--- src/rtl/rgbled_pkg.sv ---
// Shared definitions for the RGB LED frame scaler: FSM states, default channel
// width and the gamma-2.2 table generator used when RGBLED_SCALER_GAMMA_EN is defined.
package rgbled_pkg;

    localparam int CH_BITS_DEFAULT = 8;

    typedef enum logic [2:0] {
        IDLE  = 3'd0,
        GAMMA = 3'd1,
        MUL   = 3'd2,
        STORE = 3'd3,
        DONE  = 3'd4
    } state_t;

    // Only ever evaluated at elaboration time to fill a constant table.
    function automatic logic [7:0] gamma22(input int i);
        real x;
        x = 255.0 * ((real'(i) / 255.0) ** 2.2);
        return 8'($rtoi(x + 0.5));
    endfunction

endpackage

--- src/rtl/rgbled_frame_scaler_if.sv ---
// Frame-in / frame-out bundle between the SPI receiver, the scaler and the LED driver.
interface rgbled_frame_scaler_if #(
    parameter int LEDS         = 3,
    parameter int BITS_PER_LED = 24,
    parameter int CH_BITS      = 8
);
    localparam int FRAME_W = LEDS * BITS_PER_LED;

    logic [FRAME_W-1:0] in_data;
    logic               in_rdy;
    logic [CH_BITS-1:0] brightness;
    logic [FRAME_W-1:0] out_data;
    logic               out_rdy;
    logic               busy;

    modport master (
        output in_data, in_rdy, brightness,
        input  out_data, out_rdy, busy
    );

    modport slave (
        input  in_data, in_rdy, brightness,
        output out_data, out_rdy, busy
    );

endinterface

--- src/rtl/rgbled_sync_edge.sv ---
// Two-flop synchroniser followed by a rising-edge detector for an asynchronous flag.
module rgbled_sync_edge (
    input  logic clk,
    input  logic nreset,
    input  logic async_in,
    output logic rise
);

    logic ff1_reg;
    logic ff2_reg;
    logic ff3_reg;

    always_ff @(posedge clk or negedge nreset) begin
        if (!nreset) begin
            ff1_reg <= 1'b0;
            ff2_reg <= 1'b0;
            ff3_reg <= 1'b0;
        end else begin
            ff1_reg <= async_in;
            ff2_reg <= ff1_reg;
            ff3_reg <= ff2_reg;
        end
    end

    assign rise = ff2_reg & ~ff3_reg;

endmodule

--- src/rtl/rgbled_frame_scaler.sv ---
// Global-brightness scaler: captures a frame on in_rdy, scales each channel by
// (brightness+1)/256 with a shift-add multiplier. Optional: RGBLED_SCALER_GAMMA_EN.
module rgbled_frame_scaler
    import rgbled_pkg::*;
#(
    parameter int LEDS         = 3,
    parameter int BITS_PER_LED = 24,
    parameter int CH_BITS      = CH_BITS_DEFAULT
) (
    input  logic                  clk,
    input  logic                  nreset,
    rgbled_frame_scaler_if.slave  bus
);

    localparam int FRAME_W = LEDS * BITS_PER_LED;
    localparam int NCH     = FRAME_W / CH_BITS;
    localparam int ACC_W   = 2 * CH_BITS + 1;
    localparam int K_W     = (NCH > 1) ? $clog2(NCH) : 1;
    localparam int CNT_W   = (CH_BITS > 1) ? $clog2(CH_BITS) : 1;

`ifdef RGBLED_SCALER_GAMMA_EN
    localparam state_t CH_ENTRY = GAMMA;
`else
    localparam state_t CH_ENTRY = MUL;
`endif

    state_t             state_reg;
    logic [K_W-1:0]     k_reg;
    logic [CNT_W-1:0]   cnt_reg;
    logic [FRAME_W-1:0] frame_reg;
    logic [FRAME_W-1:0] work_reg;
    logic [CH_BITS-1:0] bright_reg;
    logic [CH_BITS-1:0] b_sh_reg;
    logic [ACC_W-1:0]   m_sh_reg;
    logic [ACC_W-1:0]   acc_reg;
    logic               pending_reg;
    logic [FRAME_W-1:0] out_data_reg;
    logic               out_rdy_reg;
    logic               busy_reg;

    logic               rise;
    logic               start_frame;
    logic [K_W-1:0]     k_next;
    logic [CH_BITS-1:0] result;
    logic               acc_unused;
    logic [CH_BITS-1:0] in_ch    [NCH];
    logic [CH_BITS-1:0] frame_ch [NCH];
    logic [FRAME_W-1:0] work_next;

    rgbled_sync_edge u_sync (
        .clk      (clk),
        .nreset   (nreset),
        .async_in (bus.in_rdy),
        .rise     (rise)
    );

    // Accumulator starts at c, so the top bit can never be reached.
    assign result     = acc_reg[2*CH_BITS-1:CH_BITS];
    assign acc_unused = acc_reg[ACC_W-1];
    assign k_next     = k_reg + K_W'(1);

    // A new frame starts from IDLE on an edge, or straight out of DONE if one was queued.
    assign start_frame = ((state_reg == IDLE) && rise) ||
                         ((state_reg == DONE) && (pending_reg || rise));

    generate
        for (genvar gi = 0; gi < NCH; gi++) begin : g_ch
            assign in_ch[gi]    = bus.in_data[gi*CH_BITS +: CH_BITS];
            assign frame_ch[gi] = frame_reg[gi*CH_BITS +: CH_BITS];
            assign work_next[gi*CH_BITS +: CH_BITS] =
                (k_reg == K_W'(gi)) ? result : work_reg[gi*CH_BITS +: CH_BITS];
        end
    endgenerate

`ifdef RGBLED_SCALER_GAMMA_EN
    logic [7:0] gamma_lut [256];
    generate
        for (genvar gi = 0; gi < 256; gi++) begin : g_gamma
            localparam logic [7:0] G_VAL = gamma22(gi);
            assign gamma_lut[gi] = G_VAL;
        end
    endgenerate
`endif

    always_ff @(posedge clk or negedge nreset) begin
        if (!nreset) begin
            state_reg    <= IDLE;
            k_reg        <= '0;
            cnt_reg      <= '0;
            frame_reg    <= '0;
            work_reg     <= '0;
            bright_reg   <= '0;
            b_sh_reg     <= '0;
            m_sh_reg     <= '0;
            acc_reg      <= '0;
            pending_reg  <= 1'b0;
            out_data_reg <= '0;
            out_rdy_reg  <= 1'b0;
            busy_reg     <= 1'b0;
        end else begin
            out_rdy_reg <= 1'b0;
            if (rise && (state_reg != IDLE))
                pending_reg <= 1'b1;

            case (state_reg)
                IDLE: ;
`ifdef RGBLED_SCALER_GAMMA_EN
                GAMMA: begin
                    acc_reg   <= ACC_W'(gamma_lut[frame_ch[k_reg]]);
                    m_sh_reg  <= ACC_W'(gamma_lut[frame_ch[k_reg]]);
                    state_reg <= MUL;
                end
`endif
                MUL: begin
                    if (b_sh_reg[0])
                        acc_reg <= acc_reg + m_sh_reg;
                    m_sh_reg <= m_sh_reg << 1;
                    b_sh_reg <= b_sh_reg >> 1;
                    cnt_reg  <= cnt_reg + CNT_W'(1);
                    if (cnt_reg == CNT_W'(CH_BITS - 1))
                        state_reg <= STORE;
                end
                STORE: begin
                    work_reg <= work_next;
                    if (k_reg == K_W'(NCH - 1)) begin
                        out_data_reg <= work_next;
                        out_rdy_reg  <= 1'b1;
                        state_reg    <= DONE;
                    end else begin
                        k_reg     <= k_next;
                        acc_reg   <= ACC_W'(frame_ch[k_next]);
                        m_sh_reg  <= ACC_W'(frame_ch[k_next]);
                        b_sh_reg  <= bright_reg;
                        cnt_reg   <= '0;
                        state_reg <= CH_ENTRY;
                    end
                end
                DONE: begin
                    busy_reg    <= 1'b0;
                    pending_reg <= 1'b0;
                    state_reg   <= IDLE;
                end
                default: state_reg <= IDLE;
            endcase

            if (start_frame) begin
                frame_reg   <= bus.in_data;
                bright_reg  <= bus.brightness;
                b_sh_reg    <= bus.brightness;
                acc_reg     <= ACC_W'(in_ch[0]);
                m_sh_reg    <= ACC_W'(in_ch[0]);
                k_reg       <= '0;
                cnt_reg     <= '0;
                busy_reg    <= 1'b1;
                pending_reg <= 1'b0;
                state_reg   <= CH_ENTRY;
            end
        end
    end

    assign bus.out_data = out_data_reg;
    assign bus.out_rdy  = out_rdy_reg;
    assign bus.busy     = busy_reg;

endmodule

--- src/flat_wrapper.sv ---
// flat-port wrapper written by rule: the top's interface ports become plain ports
module rgbled_frame_scaler_flat import rgbled_pkg::*;
#(
    parameter int LEDS         = 3,
    parameter int BITS_PER_LED = 24,
    parameter int CH_BITS      = CH_BITS_DEFAULT
)
  (clk, nreset, bus_in_data, bus_in_rdy, bus_brightness, bus_out_data, bus_out_rdy, bus_busy);
  rgbled_frame_scaler_if #(.LEDS(LEDS), .BITS_PER_LED(BITS_PER_LED), .CH_BITS(CH_BITS)) bus_i ();
  input  logic clk;
  input  logic nreset;
  input wire logic [$bits(bus_i.in_data)-1:0] bus_in_data;
  input wire logic [$bits(bus_i.in_rdy)-1:0] bus_in_rdy;
  input wire logic [$bits(bus_i.brightness)-1:0] bus_brightness;
  output wire logic [$bits(bus_i.out_data)-1:0] bus_out_data;
  output wire logic [$bits(bus_i.out_rdy)-1:0] bus_out_rdy;
  output wire logic [$bits(bus_i.busy)-1:0] bus_busy;
  assign bus_i.in_data = bus_in_data;
  assign bus_i.in_rdy = bus_in_rdy;
  assign bus_i.brightness = bus_brightness;
  assign bus_out_data = bus_i.out_data;
  assign bus_out_rdy = bus_i.out_rdy;
  assign bus_busy = bus_i.busy;
  rgbled_frame_scaler #(.LEDS(LEDS), .BITS_PER_LED(BITS_PER_LED), .CH_BITS(CH_BITS)) u_core (.clk(clk), .nreset(nreset), .bus(bus_i));
endmodule
--- config.mk ---
export PLATFORM = sky130hd
export DESIGN_NAME = rgbled_frame_scaler_flat
export DESIGN_NICKNAME = d
export VERILOG_FILES = /design/src/rtl/rgbled_pkg.sv /design/src/rtl/rgbled_frame_scaler_if.sv /design/src/rtl/rgbled_sync_edge.sv /design/src/rtl/rgbled_frame_scaler.sv /design/src/flat_wrapper.sv
export SDC_FILE = /design/constraint.sdc
export NUM_CORES = 1
export LEC_CHECK = 0
export CORE_MARGIN = 4
export CORE_UTILIZATION = 50
export CTS_CLUSTER_DIAMETER = 60
export DETAILED_ROUTE_END_ITERATION = 16
export HOLD_SLACK_MARGIN = 0.05
export PLACE_DENSITY = 0.83
export SYNTH_ARGS = -nofsm -noshare
export SYNTH_HDL_FRONTEND = slang
export SYNTH_HIERARCHICAL = 1
export SYNTH_SLANG_ARGS = --single-unit
--- constraint.sdc ---
create_clock -name clk -period 2.4 [get_ports clk]
set_input_delay 0.36 -clock clk [delete_from_list [all_inputs] [get_ports clk]]
set_output_delay 0.36 -clock clk [all_outputs]
set_load 0.02 [all_outputs]
==> summary.md, run 1 <==
| Metric | Value |
|---|---|
| Status | `finished clean` |
| Post-DP Area | `14300 um^2` |
| Worst skew pair latency | `540 ps` |
| Comb pwr share | `33.3%` |
| Syn Inst Count | `1179` |
| Worst-path cell chain | `ha_2 -> fa_2 -> a21oi_2 -> nor2_2 -> o2111ai_4 -> a31oi_2 -> or3_1 -> a32o_1` |
| Starting Density | `roughly half` |
| Die width | `165 um` |
| DRC | `0` |
| Largest net degree at the start of global routing | `86` |
| Filler cell count | `1810` |
| Multi-input gate area | `5140 um^2` |
| Setup violators final | `0` |
| Crit path capture type | `flop` |
| Crit-path max FO | `3` |
| Global Route Usage Sum | `21.5%` |
| Post-detail-place hpwl | `19200 um` |
| Pleak | `between 7 and 8 nW` |
| TNS Setup | `0 ps` |
| Clock period minus worst slack | `2300 ps` |
| Mapped Area | `12300 um^2` |
| Post-synthesis sequential area ratio | `55.6%` |
| Required time of the critical path | `2810 ps` |
| Sequential cell area | `6810 um^2` |
| Synthesis-stage register bit count | `approximately 270` |
| Design area | `between 15000 and 20000 um^2` |
| Critical Path Slowest Stage Cell | `dfrtp_1` |
| Overall Power | `about 0.016 W` |
| Most common cell after layout, fill and taps aside | `nand2_1` |
| ANT cells | `0` |
| Peak supply drop | `between 0.7 and 0.8 mV` |
| Hold Path Class | `in -> async` |
| Fin crit share | `between 90% and 100%` |
| Final Hold Fails | `0` |
| Clk root buf | `clkbuf_16` |
| Pwr dens | `1060 nW/um^2` |
| Synth cell types | `61` |
| Highest clock rate | `435 MHz` |
| Initial DRC Count | `about 700` |
| Clock sink total | `roughly 270` |
| Synth Warn # | `6` |
| Syn avg cell area | `10.4 um^2` |
| DIE AREA | `approximately 27000 um^2` |
| NetSw | `0.00536 W` |
| Vias in the first global route | `between 9000 and 10000` |
| Total grt overflow | `0` |
| Synth Flop Type | `dfrtp_1` |
| Nets | `1444` |
| I/O Buffers | `156` |
| Clock Power Share | `between 20% and 30%` |
| Critical path arrival | `2710 ps` |
| Util after Layout | `63.1%` |
| Cell internal pwr | `0.0107 W` |
| Clk buf depth | `3` |
| CTS Buf Count | `28` |
| Most frequent cells in the layout | `400 x nand2_1, 272 x dfrtp_1, 155 x clkdlybuf4s50_1` |
| Core area | `24200 um^2` |
| Initial antenna violation count | `0` |
| Via count | `approximately 9200` |
| Sw Ratio | `33.3%` |
| Gpl congestion | `0.853` |
| DRT Pass-1 Iters | `5` |
| Total Routed Length | `28500 um` |
| Max_slew headroom | `approximately half` |
| Least-Margin Pin Slew | `~760 ps` |
| # IOs | `157` |
| Htree depth | `1` |
| Async SR Flop Fraction | `100%` |
| CP max stage delay | `400 ps` |
| Final Max Slew Viols | `0` |
| WL per Instance | `between 15 and 20 um` |
| Via density | `about 5.4` |
| Number of flops mapped to enable cells by yosys | `0` |
| Number of max-cap violations | `0` |
| Setup Skew | `28.5 ps` |
| Post-Syn Nets | `between 1000 and 1500` |
| CTS tree | `built` |
| FP Rows | `57` |
| Reg clk slew, reported paths | `around 60 ps` |
| Flop-to-flop setup slack | `100 ps` |
| Setup CP Type | `reg -> reg` |
| Sequential power share | `40.0%` |
| Area Overhead vs Synth | `24.6%` |
| Antenna Violating Nets Remaining | `0` |
| Die H | `165 um` |
| First-pass GRT wire length | `47000 um` |
| Layout cell share with drive strength beyond 1 | `between 10% and 20%` |
| Startpoint Class | `flop` |
[cell usage after synthesis (all sizes together) (5+ instances only)]
cell type,instances,area share [%]
a21oi,54,2.2
a22o,12,0.86
a31oi,8,0.41
and2,9,0.47
buf,36,1.6
clkbuf,30,1.0
dfrtp,272,56
ha,21,2.1
inv,10,0.31
mux2,67,6.2
mux2i,55,4.5
mux4,16,2.9
nand2,405,12
nand3,6,0.25
nor2,35,1.3
nor3,7,0.42
o21ai,81,3.3
xnor2,5,0.36
xor2,7,0.65
[timing repair]
item,in CTS,in global routing
hold buffers,1,0
hold endpoints to repair,54,0
gates resized for setup,3,8
buffers inserted,1,0
pin swaps,2,4
endpoints found under the setup margin,2,6
[per-stage QoR]
stage	setup WS, ps	std cells	hold WS, ps
final	103	1684	346
after global routing	-32.7	1684	315
after CTS	20.7	1684	325
after detailed placement	-5.02	1631	332
after global placement	66.2	1631	328
after floorplan	32.5	1179	64.4
[critical path, delay by kind of cell (launching register included)]
family                     cells  cell delay, ps
and+or+nand+nor                2             400
DFF                            1             400
AOI/OAI and AO/OA              4             800
adders and majority gates      2             570
[kinds of logic after synthesis]
family	synth area share (%)
AOI/OAI and AO/OA	8.52
xor gates and xnor gates	1.01
adders and majority gates	2.31
buffers and inverters	3.06
DFF	55.6
muxes	13.6
and+or+nand+nor	16.0
[layer usage]
| metal | vias to the layer above | track usage [%] | wire [um] |
|---|---|---|---|
| li1 | 4284 | - | - |
| met1 | 4498 | 30.1 | 12400 |
| met2 | 322 | 35.6 | 13700 |
| met3 | 54 | 3.02 | 1800 |
| met4 | 0 | 5.44 | 620 |
| met5 | - | 0 | 0 |
[power groups by stage]
stage / clock, W / sequential [W] / combinational [W]
floorplan: 0 / 0.00631 / 0.00383
global placement: 0 / 0.00642 / 0.00500
detailed placement: 0 / 0.00650 / 0.00517
CTS: 0.00438 / 0.00643 / 0.00527
global route: 0.00460 / 0.00657 / 0.00594
finish: 0.00429 / 0.00645 / 0.00537
[cell type report]
class / instances / share of cell area, %
tap: 324 / 2.66
clock inverter: 10 / 0.754
timing repair buffer: 197 / 12.8
multi-input combinational: 830 / 33.7
clock buffer: 41 / 5.30
sequential: 272 / 44.6
inverter: 10 / 0.246
[path summary, 6_finish.rpt]
kind,startpoint,end,cells after the start
worst min register to register,u_core/u_sync/ff1_reg,u_core/u_sync/ff2_reg,0
max in group asynchronous,nreset,u_core/frame_reg[51],3
min in group clk,bus_in_data[32],u_core/frame_reg[32],3
worst min-delay path,nreset,u_core/bus.out_data[11],2
worst max register to register,u_core/m_sh_reg[0],u_core/acc_reg[12],8
worst max-delay path,u_core/m_sh_reg[0],u_core/acc_reg[12],8
No activity file was read; power rests on OpenSTA's default activity.
==> run 2, diff against run 1 <==
Settings changed: GPL_ROUTABILITY_DRIVEN set to 0, SLEW_MARGIN set to 30.
==> summary.md, run 2 (synthesis gave the netlist of run 1 again) <==
| Metric | Value |
|---|---|
| Hold Path Class | `in -> reg (was in -> async)` |
| Via count | `9196 (was 9158)` |
| Antenna Violating Nets Remaining | `0 (unchanged)` |
| Cell internal pwr | `0.0109 W (was 0.0107 W)` |
| Most frequent cells in the layout | `400 x nand2_1, 272 x dfrtp_1, 155 x clkdlybuf4s50_1 (unchanged)` |
| Critical path arrival | `2730 ps (was 2710 ps)` |
| Clock period minus worst slack | `2310 ps (was 2300 ps)` |
| Buf/Inv on CP | `0 (unchanged)` |
| Core area | `24200 um^2 (unchanged)` |
| Clock sink total | `272 (unchanged)` |
| Clk buf depth | `3 (unchanged)` |
| Global Route Usage Sum | `21.2% (was 21.5%)` |
| Initial DRC Count | `729 (was 707)` |
| Total Routed Length | `28600 um (was 28500 um)` |
| R2R Path Start | `u_core/m_sh_reg[0] (unchanged)` |
| Setup violators final | `0 (unchanged)` |
| Status | `finished clean (unchanged)` |
| Total grt overflow | `0 (unchanged)` |
| Required time of the critical path | `2820 ps (was 2810 ps)` |
| Cell family with most CP delay | `compound AO/OA/AOI/OAI gates (unchanged)` |
| Pleak | `7.38 nW (was 7.33 nW)` |
| # IOs | `157 (unchanged)` |
| Sequential power share | `39.6% (was 40.0%)` |
| Crit-path max FO | `3 (unchanged)` |
| TNS Setup | `0 ps (unchanged)` |
| Nets | `1449 (was 1444)` |
| Setup CP Type | `reg -> reg (unchanged)` |
| Post-detail-place hpwl | `19300 um (was 19200 um)` |
| Peak supply drop | `0.636 mV (was 0.786 mV)` |
| Clock Power Share | `27.6% (was 26.7%)` |
| Number of max-cap violations | `0 (unchanged)` |
| Design area | `15300 um^2 (about the same)` |
| Starting Density | `50.7% (unchanged)` |
| Vias in the first global route | `9277 (was 9048)` |
| Die width | `165 um (unchanged)` |
| Max_slew headroom | `48.1% (was 49.2%)` |
| Startpoint Class | `flop (unchanged)` |
| Final Max Slew Viols | `0 (unchanged)` |
| I/O Buffers | `156 (unchanged)` |
| DRC | `0 (unchanged)` |
| Least-Margin Pin Slew | `775 ps (was 759 ps)` |
| R2R depth | `8 (unchanged)` |
| CTS tree | `built (unchanged)` |
| Worst-path cell chain | `ha_2 -> fa_2 -> a21oi_2 -> nor2_2 -> o2111ai_4 -> a41oi_2 -> or3_1 -> a32o_1 (was ha_2 -> fa_2 -> a21oi_2 -> nor2_2 -> o2111ai_4 -> a31oi_2 -> or3_1 -> a32o_1)` |
| Comb pwr share | `32.8% (was 33.3%)` |
| Area Overhead vs Synth | `25.1% (was 24.6%)` |
| Largest net degree at the start of global routing | `91 (was 86)` |
| NetSw | `0.00543 W (was 0.00536 W)` |
| Layout cell share with drive strength beyond 1 | `15.2% (was 15.0%)` |
| CTS Buf Count | `28 (unchanged)` |
| CP startpoint | `u_core/m_sh_reg[0] (unchanged)` |
| Highest clock rate | `433 MHz (was 435 MHz)` |
| ANT cells | `0 (unchanged)` |
| Initial antenna violation count | `0 (unchanged)` |
| Hold_sp | `bus_in_data[16]` |
| Clk root buf | `clkbuf_16 (unchanged)` |
| Worst skew pair latency | `550 ps (was 540 ps)` |
| Via density | `5.44 (about the same)` |
| Critical Path Slowest Stage Cell | `dfrtp_1 (unchanged)` |
| FP Rows | `57 (unchanged)` |
| Setup Skew | `26.7 ps (was 28.5 ps)` |
| CP max stage delay | `380 ps (was 400 ps)` |
| Flop-to-flop setup slack | `90 ps (was 100 ps)` |
| Pwr dens | `1070 nW/um^2 (was 1060 nW/um^2)` |
| Die H | `165 um (unchanged)` |
| Sw Ratio | `33.2% (was 33.3%)` |
| DRT Pass-1 Iters | `6 (was 5)` |
| Crit path capture type | `flop (unchanged)` |
| Reg clk slew, reported paths | `60 ps (about the same)` |
| Htree depth | `1 (unchanged)` |
| Most common cell after layout, fill and taps aside | `nand2_1 (unchanged)` |
| DIE AREA | `27100 um^2 (unchanged)` |
| Worst path depth | `8 (unchanged)` |
| Filler cell count | `1853 (was 1810)` |
| Hold path cells | `3` |
| First-pass GRT wire length | `46900 um (was 47000 um)` |
| Final Hold Fails | `0 (unchanged)` |
| Unrepaired setup endpoints after global routing | `false` |
| Post-DP Area | `14300 um^2 (about the same)` |
| WL per Instance | `16.9 um (was 17.0 um)` |
| Fin crit share | `96.2% (was 95.7%)` |
## run 2: cell types whose count changed in the layout (fill, tap and decap cells not counted), sizes merged
cell	before	now
buf	41	46
bufinv	2	4
clkbuf	41	39
clkinv	7	8
## run 2: layout make-up
| class | count | area [um^2] | area share (%) |
|---|---|---|---|
| sequential | 272 | 6810 | 44.4 |
| tap | 324 | 405 | 2.65 |
| clock buffer | 39 | 782 | 5.10 |
| multi-input combinational | 830 | 5130 | 33.5 |
| clock inverter | 13 | 186 | 1.22 |
| inverter | 10 | 37.5 | 0.245 |
| timing repair buffer | 202 | 1980 | 12.9 |
## run 2: metrics by stage
step / hold slack (ps) / instances / setup WS [ps] / total power (W) / util (%)
finish: 337 / 1690 / 90.2 / 0.0164 / 63.4
global route: 332 / 1690 / 10.1 / 0.0173 / 63.4
CTS: 318 / 1687 / 32.6 / 0.0163 / 63.2
detailed placement: 336 / 1634 / 31.2 / 0.0117 / 59.1
global placement: 331 / 1634 / 54.1 / 0.0114 / 59.1
floorplan: 64.4 / 1179 / 32.5 / 0.0101 / -
## run 2: tightest hold or removal path: stages
cell,delay (ps)
clkdlybuf4s50_1,400
nand2_1,50
nand2_1,40
## run 2: power groups by stage
stage | registers, W | clock network [W] | logic [W]
floorplan | 0.00631 | 0 | 0.00383
global placement | 0.00643 | 0 | 0.00497
detailed placement | 0.00652 | 0 | 0.00516
global route | 0.00659 | 0.00478 | 0.00594
CTS | 0.00646 | 0.00458 | 0.00525
finish | 0.00647 | 0.00451 | 0.00537
## run 2: final timing paths
kind	to
max in group asynchronous	u_core/b_sh_reg[0]
setup / recovery	u_core/acc_reg[14]
hold reg to reg	u_core/u_sync/ff2_reg
min in group asynchronous	u_core/bus.out_data[11]
hold / removal	u_core/frame_reg[16]
setup reg to reg	u_core/acc_reg[14]
## run 2: metal layers
metal / vias to the layer above / track usage (%) / part of all wire, %
met2: 336 / 34.7 / 47
met3: 62 / 2.55 / 6.0
met5: - / 0 / 0
li1: 4310 / - / -
met1: 4488 / 29.9 / 44
met4: 0 / 6.65 / 2.8
## run 2: timing repair
item                                    4_1_cts  5_1_grt
buffers inserted                              0        3
gates resized for setup                       3        7
endpoints found under the setup margin        1       19
hold endpoints to repair                     58        0
hold buffers                                  1        0
pin swaps                                     1        5
==> run 3, diff against run 2 <==
Settings changed: CORE_UTILIZATION 50 to 55, GPL_TIMING_DRIVEN set to 0, PLACE_DENSITY 0.83 to 0.86.
Clock period 2.4 ns to 2.39 ns, I/O delays scaled along.
==> summary.md, run 3 (synthesis gave the netlist of run 1 again) <==
| Metric | Value |
|---|---|
| Global Route Usage Sum | `26.0% (was 21.2%)` |
| Clk buf depth | `3 (unchanged)` |
| Multi-input gate area | `5130 um^2 (about the same)` |
| Required time of the critical path | `2800 ps (was 2820 ps)` |
| Antenna Violating Nets Remaining | `0 (unchanged)` |
| Fin crit share | `101% (was 96.2%)` |
| WHS Endpoint | `u_core/u_sync/ff1_reg (was u_core/frame_reg[16])` |
| R2R Path Start | `u_core/m_sh_reg[0] (unchanged)` |
| DRT Pass-1 Iters | `7 (was 6)` |
| R2R depth | `8 (unchanged)` |
| Overall Power | `0.0167 W (was 0.0164 W)` |
| Worst skew pair latency | `540 ps (was 550 ps)` |
| Number of max-cap violations | `0 (unchanged)` |
| CP startpoint | `u_core/m_sh_reg[0] (unchanged)` |
| Clk root buf | `clkbuf_16 (unchanged)` |
| Util after Layout | `70.4% (was 63.4%)` |
| Vias in the first global route | `10000 (was 9277)` |
| Setup CP Type | `reg -> reg (unchanged)` |
| Total Routed Length | `32100 um (was 28600 um)` |
| Reg clk slew, reported paths | `60 ps (about the same)` |
| Htree depth | `1 (unchanged)` |
| WL per Instance | `19.1 um (was 16.9 um)` |
| Flop-to-flop setup slack | `-10 ps (was 90 ps)` |
| Setup Skew | `20.3 ps (was 26.7 ps)` |
| First-pass GRT wire length | `51200 um (was 46900 um)` |
| DIE AREA | `24700 um^2 (was 27100 um^2)` |
| Critical path arrival | `2820 ps (was 2730 ps)` |
| Clock sink total | `272 (unchanged)` |
| Peak supply drop | `0.658 mV (was 0.636 mV)` |
| FP Rows | `54 (was 57)` |
| Most frequent cells in the layout | `401 x nand2_1, 270 x dfrtp_1, 155 x clkdlybuf4s50_1 (was 400 x nand2_1, 272 x dfrtp_1, 155 x clkdlybuf4s50_1)` |
| Crit path capture type | `flop (unchanged)` |
| Largest net degree at the start of global routing | `93 (was 91)` |
| Highest clock rate | `416 MHz (was 433 MHz)` |
| Initial antenna violation count | `0 (unchanged)` |
| Unrepaired setup endpoints after global routing | `true (was false)` |
| Hold Path Class | `in -> reg (unchanged)` |
| Max_slew headroom | `49.5% (was 48.1%)` |
| Startpoint Class | `flop (unchanged)` |
| Filler cell count | `1446 (was 1853)` |
| Sequential cell area | `6810 um^2 (about the same)` |
| Initial DRC Count | `971 (was 729)` |
| Setup violators final | `1 (was 0)` |
| Final worst slack | `-12.0 ps (was 90.2 ps)` |
| CTS Buf Count | `28 (unchanged)` |
| Clock period minus worst slack | `2400 ps (was 2310 ps)` |
| CTS tree | `built (unchanged)` |
| Status | `complete, but fails checks (was finished clean)` |
| Violated checks | `setup timing` |
| Via density | `5.80 (was 5.44)` |
| ANT cells | `0 (unchanged)` |
| Hold_sp | `bus_in_rdy (was bus_in_data[16])` |
| I/O Buffers | `156 (unchanged)` |
| Least-Margin Pin Slew | `757 ps (was 775 ps)` |
| Core area | `21900 um^2 (was 24200 um^2)` |
| Layout cell share with drive strength beyond 1 | `15.8% (was 15.2%)` |
| Pwr dens | `1080 nW/um^2 (was 1070 nW/um^2)` |
| Die width | `157 um (was 165 um)` |
| Die H | `157 um (was 165 um)` |
| Total grt overflow | `0 (unchanged)` |
| Area Overhead vs Synth | `25.9% (was 25.1%)` |
| DRC | `0 (unchanged)` |
| # IOs | `157 (unchanged)` |
| Nets | `1485 (was 1449)` |
| Crit-path max FO | `3 (unchanged)` |
| Final Max Slew Viols | `0 (unchanged)` |
| Hold path cells | `1 (was 3)` |
| Post-detail-place hpwl | `21600 um (was 19300 um)` |
| R2R Path End | `u_core/acc_reg[14] (unchanged)` |
| Pleak | `7.44 nW (was 7.38 nW)` |
| Most common cell after layout, fill and taps aside | `nand2_1 (unchanged)` |
| Final Hold Fails | `0 (unchanged)` |
| Via count | `9763 (was 9196)` |
| Starting Density | `56.0% (was 50.7%)` |
[run 3: layout make-up]
type	instances	share of cell area, %
Clock buffer	45	5.68
Inverter	10	0.268
Multi-Input combinational cell	830	33.3
Clock inverter	7	0.592
Sequential cell	272	44.2
Timing Repair Buffer	172	11.3
Buffer	66	2.45
Tap cell	280	2.27
[run 3: timing repair]
| item | CTS | global route |
|---|---|---|
| gates cloned | 1 | 0 |
| hold buffers | 1 | 0 |
| buffers inserted | 4 | 7 |
| pin swaps | 3 | 9 |
| setup endpoints to repair | 181 | 87 |
| gates resized for setup | 23 | 19 |
| hold endpoints to repair | 41 | 0 |
[run 3: layer usage]
layer  track usage [%]  routed length (um)  up-vias
met5                 0                   0        -
met4              9.22                1030        0
met3              4.21                2420      101
met2              44.6               15900      484
met1              33.8               12800     4799
li1                  -                   -     4379
[run 3: report_power, final]
group          internal [W]  switching (W)
clock network       0.00272        0.00177
registers           0.00575       0.000905
logic               0.00259        0.00299
total                0.0111        0.00566
[run 3: critical path: stages, from the launching register on]
cell and delay [ps]:
dfrtp_1 390, ha_2 210, fa_2 390, a21oi_2 200, nor2_2 90, o2111ai_2 270
a41oi_2 160, or3_1 320, a32o_1 240
[run 3: worst max-delay path by stage]
stage,to,slack (ps),cells past startpoint
floorplan,u_core/m_sh_reg[4],20,10
CTS,u_core/m_sh_reg[4],2,10
global placement,u_core/bright_reg[2],-10130,1
detailed placement,u_core/m_sh_reg[7],-630,11
finish,u_core/acc_reg[14],-10,8
global route,u_core/acc_reg[14],-110,8
[run 3: metrics by stage]
stage	setup TNS, ps	std cells	setup slack, ps	hold WS [ps]	instance area (um^2)
after floorplan	0	1179	22.5	62.9	12300
after global routing	-322	1682	-111	271	15400
after global placement	-2774640	1615	-10130	340	14200
final	-12.0	1682	-12.0	285	15400
after detailed placement	-33950	1618	-633	276	14300
after CTS	0	1676	1.54	274	15400
